[config.mk]
export PLATFORM = sky130hd
export DESIGN_NAME = result_bcd_converter
export DESIGN_NICKNAME = d
export VERILOG_FILES = /design/src/rtl/result_bcd_converter.sv
export SDC_FILE = /design/constraint.sdc
export NUM_CORES = 1
export LEC_CHECK = 0
export ABC_CLOCK_PERIOD_IN_PS = 2500
export BUFFER_PORTS_ARGS = -buffer_cell sky130_fd_sc_hd__buf_2
export CORE_MARGIN = 4
export CORE_UTILIZATION = 30
export CTS_CLUSTER_SIZE = 12
export DETAILED_ROUTE_END_ITERATION = 16
export HOLD_SLACK_MARGIN = 0.08
export PLACE_DENSITY_LB_ADDON = 0.08
export SLEW_MARGIN = 5
export SYNTH_ARGS = -nofsm -noshare
export SYNTH_HDL_FRONTEND = slang
export SYNTH_SLANG_ARGS = --single-unit
[constraint.sdc]
create_clock -name clk_i -period 2.5 [get_ports clk_i]
set_input_delay 0.125 -clock clk_i [delete_from_list [all_inputs] [get_ports clk_i]]
set_output_delay 0.125 -clock clk_i [all_outputs]
set_load 0.01 [all_outputs]
[src/rtl/result_bcd_converter.sv]
`default_nettype none
// ============================================================================
// Module   : result_bcd_converter
// Purpose  : Iterative binary-to-BCD converter (shift-and-add-3). It converts
//            one operand bit per clock, driven by a start/busy handshake, and
//            presents packed BCD digits with a one-cycle done pulse.
// Revision : 1.0 - initial release
// ============================================================================
module result_bcd_converter #(
   parameter int DATA_WIDTH = 24,
   parameter int DIGITS     = 8
) (
   input  logic                    clk_i,
   input  logic                    rst_i,
   input  logic                    start_i,
   input  logic [DATA_WIDTH-1:0]   bin_bi,
   output logic                    busy_o,
   output logic                    done_o,
   output logic [4*DIGITS-1:0]     bcd_bo
);

   // Counter width must be able to hold the value DATA_WIDTH itself.
   localparam int CNT_W = $clog2(DATA_WIDTH + 1);
   localparam int CAT_W = 4*DIGITS + DATA_WIDTH;

   localparam logic [CNT_W-1:0] c_cnt_init = CNT_W'(DATA_WIDTH);
   localparam logic [CNT_W-1:0] c_cnt_one  = CNT_W'(1);

   typedef enum logic [0:0] {
      S_IDLE  = 1'b0,
      S_SHIFT = 1'b1
   } state_t;

   state_t                  r_state;
   logic [DATA_WIDTH-1:0]   r_bin_sr;
   logic [4*DIGITS-1:0]     r_bcd_sr;
   logic [CNT_W-1:0]        r_cnt;

   logic [4*DIGITS-1:0]     w_bcd_corr;
   logic [CAT_W-1:0]        w_cat;
   logic [4*DIGITS-1:0]     w_bcd_next;
   logic [DATA_WIDTH-1:0]   w_bin_next;

   // Per-digit add-3 correction: a nibble of 5..9 becomes 8..12, so no carry
   // ever leaves a nibble and the digits can be corrected independently.
   generate
      for (genvar i = 0; i < DIGITS; i++) begin : g_digit
         assign w_bcd_corr[4*i +: 4] = (r_bcd_sr[4*i +: 4] >= 4'd5)
                                       ? (r_bcd_sr[4*i +: 4] + 4'd3)
                                       : r_bcd_sr[4*i +: 4];
      end
   endgenerate

   // One shift of the combined {bcd, bin} register; the operand MSB moves into
   // the BCD LSB and the discarded top bit is always zero for legal sizes.
   assign w_cat      = {w_bcd_corr, r_bin_sr} << 1;
   assign w_bcd_next = w_cat[CAT_W-1:DATA_WIDTH];
   assign w_bin_next = w_cat[DATA_WIDTH-1:0];

   // Control FSM, shift registers and registered outputs.
   always_ff @(posedge clk_i or posedge rst_i) begin
      if (rst_i) begin
         r_state  <= S_IDLE;
         r_bin_sr <= '0;
         r_bcd_sr <= '0;
         r_cnt    <= '0;
         busy_o   <= 1'b0;
         done_o   <= 1'b0;
         bcd_bo   <= '0;
      end else begin
         case (r_state)
            S_IDLE: begin
               done_o <= 1'b0;
               if (start_i) begin
                  r_bin_sr <= bin_bi;
                  r_bcd_sr <= '0;
                  r_cnt    <= c_cnt_init;
                  busy_o   <= 1'b1;
                  r_state  <= S_SHIFT;
               end
            end
            S_SHIFT: begin
               r_bin_sr <= w_bin_next;
               r_bcd_sr <= w_bcd_next;
               r_cnt    <= r_cnt - c_cnt_one;
               // Last bit: publish the result and hand control back.
               if (r_cnt == c_cnt_one) begin
                  bcd_bo  <= w_bcd_next;
                  done_o  <= 1'b1;
                  busy_o  <= 1'b0;
                  r_state <= S_IDLE;
               end
            end
            default: begin
               r_state <= S_IDLE;
               busy_o  <= 1'b0;
               done_o  <= 1'b0;
            end
         endcase
      end
   end

endmodule
`default_nettype wire

==> flow_metrics.py <==
metrics = {
    "logic_synthesis": {
        "synthesis.nets": 488,
        "yosys-top-cells-count": "dfrtp_1 (96), nand2_1 (72), o21ai_0 (54)",
        "yosysWarnings": 0,
        "synthCells": 443,
        "async_flop_share": 1.00,
        "synth.area.top_cells": "dfrtp_1 (52%), mux2i_1 (7.0%), nand2_1 (5.9%)",
        "avgSynthCellArea_um2": 10.4,
        "synth.most_common_cell": "dfrtp_1",
        "ys_ff_latch": 96,
        "yosysTopAreaCellShare": 0.523,
        "synth_top_cell_by_area": "dfrtp_1",
        "synth-seq-area-share": 0.523,
        "synth_edf_count": 0,
        "yosysUniqueCellTypes": 32,
        "syn_area_um2": 4590,
        "synth_ff_type": "dfrtp_1",
    },
    "placed_design": {
        "gp_congestion": 0.700,
        "port_buffers": 60,
        "dpl.cell_count": 673,
        "placed_area_um2": 5070,
        "place_hpwl_mm": 6.90,
        "post-place-ws_ns": 0.545,
    },
    "final_layout": {
        "drive_gt1_frac": 0.190,
        "diodes": 0,
        "layout.cells.non_filler": 710,
        "fin_area_um2": 5650,
        "syn2layout_area_growth_pct": 23.0,
        "final_nets": 567,
    },
    "sta": {
        "skew_ns": 0.00637,
        "max_slew_margin": 0.470,
        "fin_tns_setup_ns": 0,
        "hold_ws_ns": 0.0861,
        "slew_viol_final": 0,
        "fmax_mhz": 523,
        "worst_slack_ns": 0.588,
        "min_period_ns": 1.91,
        "worst_pin_slew_ns": 0.794,
        "rsz0062_at_grt": "false",
        "timing.final.crit_share": 0.765,
        "finalSetupViolations": 0,
        "hold_viol_final": 0,
    },
    "worst_setup_path": {
        "cp.arrival_ns": 2.14,
        "cp.required_ns": 2.73,
        "crit_chain": "nand4b_1 > buf_4 > nand2_1 > o21ai_0",
        "crit_type": "reg -> reg",
        "worstSetupStartpointType": "register",
        "cp_max_fo": 23,
        "critPathMaxStageDelay_ns": 0.64,
        "critPathCaptureType": "register",
        "critPathSlowestCell": "dfrtp_2",
    },
    "power": {
        "ir_drop_uv": 538,
        "power_density_nw_per_um2": 1270,
        "p_leak_nw": 2.68,
    },
    "grt": {
        "grt_pass1_wl_mm": 17.4,
        "grt_pass1_vias": 3410,
        "grt_max_degree": 60,
        "antenna_found_initial": 0,
        "overflow": 0,
        "grt.total_usage": 0.124,
    },
    "clocking": {
        "h-tree-depth": 3,
        "ctsResizeCount": 0,
        "clock-root-buffer": "clkbuf_16",
        "cts_num_sinks": 96,
        "clock_latency_ns": 0.35,
        "cts_buffers": 9,
        "clk_path_buf_depth": 2,
        "cts_setup_buffers": 0,
        "cts_tree": "yes",
        "path_clk_slew_ns": 0.07,
    },
    "floorplanning": {
        "fp.dieW_um": 132,
        "core_um2": 14800,
        "fp.dieArea_um2": 17400,
        "die_h_um": 132,
        "io_pins": 61,
        "rows": 44,
        "start_util": 0.311,
    },
    "drt": {
        "drc": 0,
        "drtIter0Drc": 90,
        "avgViaCountPerCell": 4.70,
        "avgRoutedWirePerCell_um": 14.4,
        "ant_nets": 0,
        "routed-via-count": 3338,
        "first_pass_iters": 4,
        "wl_mm": 10.2,
    },
    "outcome": {
        "status": "completed",
    },
    "worst_hold_path": {
        "hold_path.class": "in -> reg",
    },
    "run": {
        "maxCapViolCount": 0,
    },
}
==> stage by stage <==
stage | util | total power, W
6_report | 0.383 | 0.00715
5_1_grt | 0.383 | 0.00778
4_1_cts | 0.383 | 0.00728
3_5_place_dp | 0.344 | 0.00553
3_3_place_gp | 0.344 | 0.00549
2_1_floorplan | - | 0.00471
==> worst paths after layout <==
path | cells after the start | end | slack (ns) | from
worst max-delay path | 4 | bcd_bo[13]$_DFFE_PP0P_ | 0.59 | r_state$_DFF_PP0_
worst min-delay path | 3 | r_bin_sr[6]$_DFFE_PP0P_ | 0.09 | bin_bi[6]
min in group asynchronous | 4 | bcd_bo[0]$_DFFE_PP0P_ | 0.46 | rst_i
max in group asynchronous | 4 | r_state$_DFF_PP0_ | 1.34 | rst_i
worst min register to register | 2 | bcd_bo[7]$_DFFE_PP0P_ | 0.47 | bcd_bo[7]$_DFFE_PP0P_
worst max register to register | 4 | bcd_bo[13]$_DFFE_PP0P_ | 0.59 | r_state$_DFF_PP0_
==> critical path, delay by kind of cell, from the launching register on <==
kind	cells	cell delay, ns
buf+inv	1	0.42
compound gates	1	0.08
flops	1	0.64
simple gates	2	0.65
==> power by group <==
| part | switching [W] | leakage [nW] | internal, W |
|---|---|---|---|
| clock network | 0.000600 | 0.171 | 0.00107 |
| logic | 0.00143 | 1.28 | 0.00130 |
| registers | 0.000529 | 1.23 | 0.00222 |
==> layer usage <==
| layer | wire (um) | part of all wire | track usage | up-vias |
|---|---|---|---|---|
| met5 | 0 | 0 | 0 | - |
| met3 | 380 | 0.037 | 0.0382 | 7 |
| met4 | 76 | 0.0074 | 0.0368 | 0 |
| met1 | 5110 | 0.50 | 0.165 | 1586 |
| li1 | - | - | - | 1688 |
| met2 | 4650 | 0.45 | 0.194 | 57 |
==> kinds of logic (layout without fill, tap and decap cells) <==
family | Yosys count | in the layout | share of synthesized area
simple gates | 119 | 119 | 0.124
compound gates | 111 | 111 | 0.134
flops | 96 | 96 | 0.523
buf+inv | 45 | 128 | 0.0466
mux | 43 | 43 | 0.102
fa+ha+maj | 18 | 18 | 0.0490
xor+xnor | 11 | 11 | 0.0210
==> placed cells by master (no fill, tap or decap), drive strengths merged <==
cell / n
a22o: 4
nand4b: 1
nand3: 3
buf: 71
nor3: 9
o31ai: 1
or3: 1
clkinv: 2
clkbuf: 9
bufinv: 4
nor2: 5
inv: 18
a21oi: 26
clkinvlp: 2
xnor2: 10
mux2i: 32
dlygate4sd3: 22
nand2b: 8
ha: 18
nor3b: 19
o22ai: 19
mux2: 11
a21o: 7
xor2: 1
and4b: 1
nand2: 72
dfrtp: 96
o21ai: 54
==> what timing repair did <==
item	4_1_cts	5_1_grt
endpoints found under the hold margin	62	0
setup endpoints to repair	0	0
hold buffers	22	0
==> final cells by class <==
cell class,instances,area [um2]
Tap cell,184,230
Multi-Input combinational cell,302,1980
Clock inverter,6,133
Inverter,20,78.8
Clock buffer,9,225
Sequential cell,96,2400
Timing Repair Buffer,93,603
Fill cell,1475,9100
==> sequential cells by signal, indices dropped and copies added, names as in the netlist <==
| name | flops |
|---|---|
| bcd_bo | 32 |
| r_bcd_sr | 32 |
| r_bin_sr | 24 |
| r_cnt | 5 |
| busy_o | 1 |
| done_o | 1 |
| r_state | 1 |
No activity file was read; power rests on OpenSTA's default activity.
